### src/rtl/text_reader_pkg.sv
// Shared definitions for the text_reader slice: default string length, NUL code,
// one-hot FSM encoding and the index-width helper.
package text_reader_pkg;

    localparam int unsigned MAX_CHARS_DEF = 31;
    localparam logic [7:0]  CHAR_NUL      = 8'h00;

    typedef enum logic [3:0] {
        IDLE = 4'b0001,
        SKIP = 4'b0010,
        SEND = 4'b0100,
        DONE = 4'b1000
    } state_t;

    // Index width, kept at least one bit so a single-character string still elaborates.
    function automatic int unsigned idx_width(input int unsigned n);
        return (n > 1) ? $clog2(n) : 1;
    endfunction

endpackage

### src/rtl/text_byte_mux.sv
// Combinational byte selector: picks character `index` out of a packed string,
// character 0 at the MSB end.
module text_byte_mux
    import text_reader_pkg::*;
#(
    parameter int unsigned MAX_CHARS = MAX_CHARS_DEF,
    localparam int unsigned IDX_W    = idx_width(MAX_CHARS)
) (
    input  logic [8*MAX_CHARS-1:0] text,
    input  logic [IDX_W-1:0]       index,
    output logic [7:0]             sel_c
);

    always_comb begin
        sel_c = CHAR_NUL;
        for (int i = 0; i < MAX_CHARS; i++) begin
            if (index == IDX_W'(i)) begin
                sel_c = text[8*(MAX_CHARS-1-i) +: 8];
            end
        end
    end

endmodule

### src/rtl/text_reader.sv
// Serializes a captured packed string into bytes, skipping leading NUL padding
// and presenting one character per consumer `next`.
module text_reader
    import text_reader_pkg::*;
#(
    parameter int unsigned MAX_CHARS = MAX_CHARS_DEF
) (
    input  logic                   Clk,
    input  logic                   Reset_n,
    input  logic [8*MAX_CHARS-1:0] text_in,
    input  logic                   load,
    input  logic                   next,
    output logic [7:0]             data_out,
    output logic                   valid,
    output logic                   done,
    output logic                   busy
);

    localparam int unsigned    IDX_W = idx_width(MAX_CHARS);
    localparam logic [IDX_W-1:0] LAST  = IDX_W'(MAX_CHARS - 1);

    state_t                 state;
    logic [IDX_W-1:0]       idx;
    logic [8*MAX_CHARS-1:0] text;
    logic [IDX_W-1:0]       sel_idx_c;
    logic [7:0]             sel_byte_c;
    logic                   at_last_c;

    // In SEND the mux looks one character ahead so data_out can update on the `next` edge.
    assign at_last_c = (idx == LAST);
    assign sel_idx_c = (state == SEND && !at_last_c) ? idx + IDX_W'(1) : idx;

    text_byte_mux #(.MAX_CHARS(MAX_CHARS)) u_mux (
        .text  (text),
        .index (sel_idx_c),
        .sel_c (sel_byte_c)
    );

    always_ff @(posedge Clk) begin
        if (!Reset_n) begin
            state    <= IDLE;
            idx      <= '0;
            text     <= '0;
            data_out <= CHAR_NUL;
            valid    <= 1'b0;
            done     <= 1'b0;
            busy     <= 1'b0;
        end else if (load) begin
            state <= SKIP;
            idx   <= '0;
            text  <= text_in;
            valid <= 1'b0;
            done  <= 1'b0;
            busy  <= 1'b1;
        end else begin
            case (state)
                SKIP: begin
                    if (sel_byte_c != CHAR_NUL) begin
                        state    <= SEND;
                        data_out <= sel_byte_c;
                        valid    <= 1'b1;
                    end else if (at_last_c) begin
                        state <= DONE;
                        done  <= 1'b1;
                        busy  <= 1'b0;
                    end else begin
                        idx <= idx + IDX_W'(1);
                    end
                end
                SEND: begin
                    if (next) begin
                        if (at_last_c) begin
                            state    <= DONE;
                            data_out <= CHAR_NUL;
                            valid    <= 1'b0;
                            done     <= 1'b1;
                            busy     <= 1'b0;
                        end else begin
                            idx      <= idx + IDX_W'(1);
                            data_out <= sel_byte_c;
                        end
                    end
                end
                default: ;
            endcase
        end
    end

endmodule

### config.mk
export PLATFORM = sky130hd
export DESIGN_NAME = text_reader
export DESIGN_NICKNAME = d
export VERILOG_FILES = /design/src/rtl/text_reader_pkg.sv /design/src/rtl/text_byte_mux.sv /design/src/rtl/text_reader.sv
export SDC_FILE = /design/constraint.sdc
export NUM_CORES = 1
export LEC_CHECK = 0
export CAP_MARGIN = 20
export CORE_UTILIZATION = 40
export CTS_BUF_LIST = sky130_fd_sc_hd__clkbuf_16
export CTS_CLUSTER_SIZE = 8
export DETAILED_ROUTE_END_ITERATION = 6
export GPL_TIMING_DRIVEN = 1
export SETUP_SLACK_MARGIN = 0.05
export SYNTH_ARGS = -nofsm -noshare
export SYNTH_HDL_FRONTEND = slang
export SYNTH_SLANG_ARGS = --single-unit
export TNS_END_PERCENT = 20
### constraint.sdc
create_clock -name Clk -period 5.1 [get_ports Clk]
set_clock_uncertainty 0.15 [all_clocks]
set_input_delay 1.02 -clock Clk [delete_from_list [all_inputs] [get_ports Clk]]
set_output_delay 1.02 -clock Clk [all_outputs]
set_load 0.01 [all_outputs]
# [Word-level counts from Yosys, hierarchy flattened]
# Cells that the tools add are included.
[word_totals] elab_cells=121 input_bits=252 register_bits=268 out_inout_bits=11
[op_classes] mux=58 addsub=1 eq_ne=39 n_reduce_logical=13 n_bitwise=2
[ops] cell="2-to-1 mux 8 bit" n=34
[ops] cell="== test 5 bit, second input constant" n=16
[ops] cell="== test 5 x 4 -> 1 bit, second input constant" n=8
[ops] cell="== test 5 x 3 -> 1 bit, second input constant" n=4
[ops] cell="2-to-1 mux 5 bit" n=4
[ops] cell="one-hot mux 8 bit (2 select lines)" n=1
[ops] cell="2-to-1 mux 4 bit" n=3
[ops] cell="== test 5 x 2 -> 1 bit, second input constant" n=2
[ops] cell="2-to-1 mux 1 bit" n=10
[ops] cell="one-hot mux 5 bit (2 select lines)" n=1
[ops] cell="inequality test 2 bit, second input constant" n=4
[ops] cell="one-hot mux 4 bit (2 select lines)" n=1
[ops] cell="AND reduction 4 bit" n=2
[ops] cell="nonzero test 8 bit" n=1
[ops] cell="inequality test 3 bit, second input constant" n=2
[ops] cell="one-hot mux 1 bit (2 select lines)" n=3
[ops] cell="AND reduction 3 bit" n=2
[ops] cell="adder 5 x 1 -> 5 bit, second input constant" n=1
[ops] cell="== test 5 x 1 -> 1 bit, second input constant" n=1
[ops] cell="logical NOT 5 bit" n=1
[ops] cell="== test 4 x 2 -> 1 bit, second input constant" n=1
[ops] cell="== test 4 x 3 -> 1 bit, second input constant" n=1
[ops] cell="AND reduction 2 bit" n=2
[ops] cell="nonzero test 3 bit" n=1
[ops] cell="6 further kinds" n=7

# [Longest topological paths before layout]
[depth] word_depth=40 mapped_depth=21 mapped_depth_nobuf=14

# [By module]
# A second synthesis with hierarchy kept.
[hier_totals] hier_cells=1429 hier_area_um2=13629.3
[modules_own_cells] mod="text_reader" area_each_um2=10322.4 cells_per_inst=920 instances=1 seq_area_each_um2=5365.1
[modules_own_cells] mod="text_byte_mux" area_each_um2=3306.9 cells_per_inst=509 instances=1 seq_area_each_um2=0.0

# [Worst setup path before layout]
# Ideal clock, no wire load.
[synth_path] path_type="register to register" startpoint="reg idx[0]" endpoint="reg data_out[1]" setup_ns=0.095 arrival_time_ns=3.755 t_required_ns=4.855 period_less_slack_ns=4.000 stages_incl_launch_ff=21 path_slack_ns=1.100 path_buffers=6 path_cell_list="dfxtp_1 > buf_2 > inv_1 > clkbuf_1 > ha_1 > and4_1 > buf_2 > a32oi_1 > and3_1 > buf_2 > buf_2 > o211ai_1 > nand2_1 > and3_1 > a222oi_1 > o21ai_1 > and4b_4 > a21o_4 > buf_6 > nand4_1 > o311ai_1"
[synth_via] elab_chain_cells=39 word_cells_on_any_way=74 classes_between="add/sub (1); eq/ne (32); mux (36); reduce/logical (5)"
[synth_lines] item="from (decl)" line="text_reader.sv:23" rtl="logic [IDX_W-1:0] idx;"
[synth_lines] item="from (signal assigned)" line="text_reader.sv:67" rtl="idx <= idx + IDX_W'(1);"
[synth_lines] item="from (signal assigned)" line="text_reader.sv:79" rtl="idx <= idx + IDX_W'(1);"
[synth_lines] item="parallel branches: the longest is 39 deep, another holds adder 5 x 1 -> 5 bit"
[synth_lines] item="to (signal assigned)" line="text_reader.sv:60" rtl="data_out <= sel_byte_c;"
[synth_lines] item="to (signal assigned)" line="text_reader.sv:80" rtl="data_out <= sel_byte_c;"
[synth_lines] item="to (decl)" line="text_reader.sv:13" rtl="output logic [7:0] data_out,"
# Parallel ways; which one is timed is not known. The select of a mux whose other input is x is not followed.
# A chain may end at the register's enable or synchronous reset.

# [Worst setup path after layout]
[layout_path] startpoint="reg idx[0]" endpoint="reg idx[3]"
[layout_via] elab_chain_cells=39 word_cells_on_any_way=74 classes_between="add/sub (1); eq/ne (32); mux (36); reduce/logical (5)"
[layout_lines] item="parallel branches: the longest is 39 deep, another holds adder 5 x 1 -> 5 bit"
# Parallel ways; which one is timed is not known. The select of a mux whose other input is x is not followed.

==> flow_metrics.env <==
export IMPL_status="complete, no violations"
export IMPL_route_vias_total=12700
export IMPL_finalWirelength_mm=50.8
export IMPL_areaGrowthSynthToFinish_pct=29.7
export IMPL_busiest_layer="met2"
export IMPL_ios=263
export IMPL_hold_violations=0
export IMPL_yosysMostFrequentCell="dfxtp_1"
export IMPL_clock_latency_ns=0.52
export IMPL_finish_utilization_pct=52.7
export IMPL_cts_hold_buf=0
export IMPL_rsz0062_at_grt="false"
export IMPL_r2r_end="idx[3]"
export IMPL_syn_num_nets=1761
export IMPL_routabilityCongestion=0.962
export IMPL_crit_path_max_incr_delay_ns=0.61
export IMPL_fp_dieH_um=189
export IMPL_max_freq_mhz=205
export IMPL_r2r_start="idx[0]"
export IMPL_drive_gt1_share_pct=8.31
export IMPL_use_met3_pct=6.32
export IMPL_cts_max_level=2
export IMPL_numClockSinks=268
export IMPL_finalInstanceArea_um2=18200
export IMPL_cp_cell_sequence="inv_1 -> ha_1 -> and4_1 -> buf_4 -> a21oi_1 -> nor2_1 -> a221o_1 -> buf_4 -> a222oi_1 -> o21ai_0 -> nor4_1 -> o21ba_2 -> and4_4 -> a21o_4 -> a41oi_1 -> nor3_1"
export IMPL_synth_common_cells="dfxtp_1 (268), mux2i_1 (259), nor2b_1 (257)"
export IMPL_grt_pass1_wl_mm=75.6
export IMPL_crit_path_top_delay_cell="nor4_1"
export IMPL_post_drt_via_cell_ratio=5.78
export IMPL_criticalPathCategory="flop to flop"
export IMPL_tightestPinTransition_ns=1.01
export IMPL_fin_cells=2199
export IMPL_worstHoldPathType="flop to flop"
export IMPL_cp_required_ns=5.38
export IMPL_ys_flop_type="dfxtp_1"
export IMPL_syn_inst=1507
export IMPL_start_util_pct=40.6
export IMPL_fill_cells=3265
export IMPL_vdd_ir_drop_max_uv=197
export IMPL_worstPathMaxFanout=15
export IMPL_cap_violations=0
export IMPL_grt_usage_pct=27.7
export IMPL_yosysSeqAreaShare_pct=38.2
export IMPL_regToRegSetupSlack_ns=0.22
export IMPL_synth_top_area_share_pct=38.2
export IMPL_synth_async_sr_flop_share_pct=0
export IMPL_synth_seq_cells=268
export IMPL_path_clk_slew_ns=0.05
export IMPL_finalNetCount=1996
export IMPL_hpwl_mm=38.1
export IMPL_drv_slew=0
export IMPL_crit_arrival_ns=5.17
export IMPL_first_global_vias=12300
export IMPL_core_area_um2=34500
export IMPL_max_slew_margin_pct=32.6
export IMPL_period_minus_slack_ns=4.88
export IMPL_port_buffers=262
export IMPL_tritoncts="yes"
export IMPL_dieArea_um2=35800
export IMPL_finalSetupTns_ns=0
export IMPL_yosys_warnings=0
export IMPL_powerDensity_nw_per_um2=290
export IMPL_netlist_area_um2=14000
export IMPL_drt_iter0_drc=1325
export IMPL_finalSetupViolations=0
export IMPL_min_delay_worst_endpoint="done"
export IMPL_antenna_left=0
export IMPL_holdPathStages=2
export IMPL_drc=0
export IMPL_grt_use_met1_pct=40.0
export IMPL_synth_largest_area_cell="dfxtp_1"
export IMPL_hp_start="done"
export IMPL_drt_wirelength_per_cell_um=23.1
export IMPL_synthDistinctLibCells=95
export IMPL_first_pass_iters=6
export IMPL_critPathLaunch="idx[0]"
export IMPL_period_share_pct=95.8
export IMPL_synth_area_top_cells="dfxtp_1 (38%), mux2i_1 (18%), nor2b_1 (11%)"
export IMPL_cp_end_kind="flop"
export IMPL_globalRouteOverflowTotal=0
export IMPL_start_kind="flop"
export IMPL_num_rows=68
export IMPL_die_w_um=189
export IMPL_met2_usage_pct=40.2
export IMPL_r2r_cells=16
export IMPL_cts_buffer_depth=3
export IMPL_postSynthAreaPerCell_um2=9.31
export IMPL_antenna_found_initial=0
export IMPL_cts_inserted_buffers=39
export IMPL_hold_ws_ns=0.333
export IMPL_placed_cell_area_um2=17100
export IMPL_grt_max_degree=115
export IMPL_cts_root_buf="clkbuf_16"
export IMPL_num_antenna_cells=0
export IMPL_cp_common_cell="buf_4"
export IMPL_p_leak_nw=7.06
export IMPL_synth_edff_count=0
export IMPL_post_place_cells=2154
==> worst max path at each step <==
stage | to | slack [ns] | depth (start not counted)
2_1_floorplan | data_out[1] | 1.10 | 20
3_3_place_gp | idx[2] | 0.30 | 13
3_5_place_dp | idx[4] | 0.30 | 16
4_1_cts | idx[2] | 0.29 | 16
5_1_grt | idx[2] | 0.06 | 14
6_report | idx[3] | 0.22 | 16
==> state kept, by name (all words and copies together), names as in the netlist <==
signal,count
busy,1
done,1
idx,5
valid,1
data_out,8
text,248
state,4
==> layout by cell type, fill, tap and decap left out, types with 20 or more instances in the layout <==
master / synthesis / routed
nand2_1: 53 / 53
a221oi_1: 21 / 20
mux2i_1: 259 / 259
nor2b_1: 257 / 257
nor3_1: 24 / 24
nand3_1: 24 / 24
o21ai_0: 62 / 62
a21oi_1: 54 / 54
o22ai_1: 35 / 35
clkbuf_16: 0 / 40
buf_4: 5 / 54
nor2_1: 55 / 55
clkdlybuf4s50_1: 0 / 260
a22oi_1: 20 / 20
dfxtp_1: 268 / 268
==> power by group <==
| part | switching [mW] | internal (mW) |
|---|---|---|
| Combinational | 0.265 | 0.379 |
| Clock | 0.873 | 1.42 |
| Sequential | 0.118 | 2.22 |
| Total | 1.26 | 4.03 |
==> per-layer routing <==
| layer | wire (µm) | up-vias |
|---|---|---|
| li1 | - | 6007 |
| met1 | 23800 | 6017 |
| met2 | 21400 | 598 |
| met3 | 4210 | 92 |
| met4 | 1450 | 0 |
| met5 | 0 | - |
==> per-stage QoR <==
step	setup WS (ns)	power (mW)
floorplan	1.10	2.66
global placement	0.303	3.01
detailed placement	0.296	3.02
finish	0.216	5.28
CTS	0.287	5.33
global route	0.0562	5.47
==> cell families after synthesis <==
logic type	synth area share [%]
and+or+nand+nor	19.8
xor gates and xnor gates	0.125
adders and majority gates	0.178
buffers and inverters	4.15
DFF	38.2
AOI/OAI and AO/OA	18.6
muxes	18.9
==> layout make-up <==
class / count / area [µm²] / share of cell area, %
Clock buffer: 40 / 1000 / 5.50
Clock inverter: 3 / 55.1 / 0.302
Inverter: 9 / 33.8 / 0.186
Multi-Input combinational cell: 1106 / 8100 / 44.5
Sequential cell: 268 / 5370 / 29.5
Tap cell: 455 / 569 / 3.13
Timing Repair Buffer: 318 / 3070 / 16.9
==> timing repair <==
| action | in CTS | in global routing |
|---|---|---|
| gates resized for setup | 0 | 0 |
| setup endpoints to repair | 0 | 7 |
| buffers inserted | 0 | 2 |
==> worst max-delay path, delay by kind of cell, from the launching register on <==
| kind | cells | cell delay [ns] |
|---|---|---|
| fa+ha+maj | 1 | 0.29 |
| flops | 1 | 0.48 |
| compound gates | 7 | 1.87 |
| simple gates | 5 | 1.45 |
| buf+inv | 3 | 0.53 |
(Power assumes the default switching activity.)
==> RTL change (same flow settings) <==
Register the output `data_out` once more, without a reset; this adds one clock of latency there. The other outputs are not delayed to match.
--- a/src/rtl/text_reader.sv
+++ b/src/rtl/text_reader.sv
@@ -20,2 +20,4 @@
     localparam logic [IDX_W-1:0] LAST  = IDX_W'(MAX_CHARS - 1);
+
+    logic [7:0] data_s0;
 
@@ -43,3 +45,3 @@
             text     <= '0;
-            data_out <= CHAR_NUL;
+            data_s0 <= CHAR_NUL;
             valid    <= 1'b0;
@@ -59,3 +61,3 @@
                         state    <= SEND;
-                        data_out <= sel_byte_c;
+                        data_s0 <= sel_byte_c;
                         valid    <= 1'b1;
@@ -73,3 +75,3 @@
                             state    <= DONE;
-                            data_out <= CHAR_NUL;
+                            data_s0 <= CHAR_NUL;
                             valid    <= 1'b0;
@@ -79,3 +81,3 @@
                             idx      <= idx + IDX_W'(1);
-                            data_out <= sel_byte_c;
+                            data_s0 <= sel_byte_c;
                         end
@@ -88,2 +90,6 @@
 
+    always_ff @(posedge Clk) begin
+        data_out <= data_s0;
+    end
+
 endmodule
Function: changed (Yosys sat finds a counterexample within 4 cycles, from zero or initial values and one cycle with Reset_n low).
==> RTL change against the unedited design <==
Sequential cell count grew 8; final cell count grew 3.2%; total power grew 2.6%; synthesized area grew 1.6%; final area grew 3.7%; hold slack lost 0.11 ns; sequential power grew 3%; critical path depth grew 1; wire length grew 11%; setup slack lost 0.027 ns; largest power group unchanged.
==> RTL change: results <==
[critical_path]
critPathArrivalTime_ns = 5.24
cp_max_fo = 11
max_stage_delay_ns = 0.59
r2r.worst_path.cells = 17
critPathSlowestCell = a221oi_1

[logic_synthesis]
synth_fa_ha_area_share_pct = 0.176
syn-num-nets = 1802
ys.warnings.count = 0
synth_xor_area_share_pct = 0.246
async_flop_share_pct = 0
synth_cells = 1548
synth_common_cells = 276 x dfxtp_1, 256 x nor2b_1, 255 x mux2i_1
yosysSeqAreaShare_pct = 38.8
synthTopCellsByArea = dfxtp_1 39%, mux2i_1 18%, nor2b_1 11%
synth_compound_area_share_pct = 18.6
synth_cell_type_count = 83
synthMuxAreaShare_pct = 18.4

[cts]
cts_root_buf = clkbuf_16
cts_buffers = 40
clock_latency_ns = 0.54
path_clk_slew_ns = 0.05
clockBufferDepth = 3
cts_max_level = 2

[global_route]
antenna_found_initial = 0
grt_start_max_net_pins = 126
grt_pass1_wl_mm = 84.0
grt_use_total_pct = 30.6

[finish]
fillCellCount = 3241
drive_above_1_share_pct = 9.53
reg_top3 = text x248, data_out x8, data_s0 x8
diodes = 0
stdcell_count = 2270
fin_nets = 2067

[detailed_routing]
vias = 13495
wirelength_mm = 56.7
first_iter_violations = 1304
dr.pass1.iters = 6
ant_nets = 0

[run_status]
status = finished, final reports clean

[worst_hold_path]
hp-class = reg2reg
hold_path_depth = 0

[placement]
gp_congestion = 0.969
dp_cells = 2226
numPortBuffers = 262
place_hpwl_mm = 42.6

[pwr]
max-vdd-ir-drop_v = 0.000334
power.share.switching_pct = 23.5
power_leakage_nw = 7.52

[sta]
relSlewSlack_pct = 33.0
-- RTL change: changes by cell type after synthesis, moves of 9 or more --
| cell | unedited run | this run |
|---|---|---|
| nand3_1 | 24 | 34 |
| buf_1 | 19 | 30 |
| clkbuf_1 | 73 | 83 |
| o22ai_1 | 35 | 47 |
| a221oi_1 | 21 | 12 |
-- RTL change: through the flow --
step	utilization, %	power, W	hold slack (ns)	cell area [µm²]	worst slack [ns]
after CTS	54.2	0.00545	0.224	18900	0.229
after global placement	51.0	0.00305	0.219	17800	0.294
after floorplan	-	0.00270	0.181	14300	0.179
after global routing	54.2	0.00561	0.233	18900	0.0626
after detailed placement	51.0	0.00305	0.217	17800	0.287
final	54.2	0.00542	0.225	18900	0.189
-- RTL change: worst max-delay path: cells and delay by family (launching register included) --
family | cells | cell delay (ns)
buffers and inverters | 5 | 1.03
adders and majority gates | 1 | 0.37
DFF | 1 | 0.42
and+or+nand+nor | 4 | 1.07
AOI/OAI and AO/OA | 7 | 1.79
-- RTL change: worst paths after layout --
kind         startpoint     endpoint  slack [ns]
max              idx[1]     state[3]        0.19
min          data_s0[0]  data_out[0]        0.23
max reg2reg      idx[1]     state[3]        0.19
min reg2reg  data_s0[0]  data_out[0]        0.23
-- RTL change: power by group through the flow --
stage	logic, W	clock network (W)	registers, W
4_1_cts	0.000627	0.00243	0.00239
2_1_floorplan	0.000328	0	0.00238
3_5_place_dp	0.000622	0	0.00243
3_3_place_gp	0.000617	0	0.00243
6_report	0.000626	0.00240	0.00240
5_1_grt	0.000675	0.00253	0.00240
-- RTL change: metal layers --
metal | vias up | track usage, % | part of all wire, % | wire (µm)
li1 | 6242 | - | - | -
met1 | 6537 | 47.2 | 50 | 28100
met2 | 638 | 43.6 | 41 | 23200
met3 | 78 | 5.15 | 7.9 | 4480
met4 | 0 | 6.28 | 1.6 | 924
met5 | - | 0 | 0 | 0
-- RTL change: layout make-up --
cell class / instances / area share [%]
clock inverter: 2 / 0.245
timing repair buffer: 356 / 18.3
sequential: 276 / 29.3
clock buffer: 42 / 5.57
tap: 455 / 3.02
inverter: 11 / 0.219
multi-input combinational: 1128 / 43.4
-- RTL change: cell families (layout without fill, tap and decap cells) --
family                     after synthesis  count (layout)
adders and majority gates                2               2
muxes                                  261             261
AOI/OAI and AO/OA                      373             373
buffers and inverters                  144             411
DFF                                    276             276
xor gates and xnor gates                 4               4
and+or+nand+nor                        488             488
-- RTL change: repair_timing --
| item | 4_1_cts | 5_1_grt |
|---|---|---|
| setup buffers | 0 | 0 |
| endpoints found under the setup margin | 0 | 5 |
| gates resized for setup | 0 | 1 |
| hold endpoints to repair | 0 | 0 |
| hold buffers | 0 | 0 |
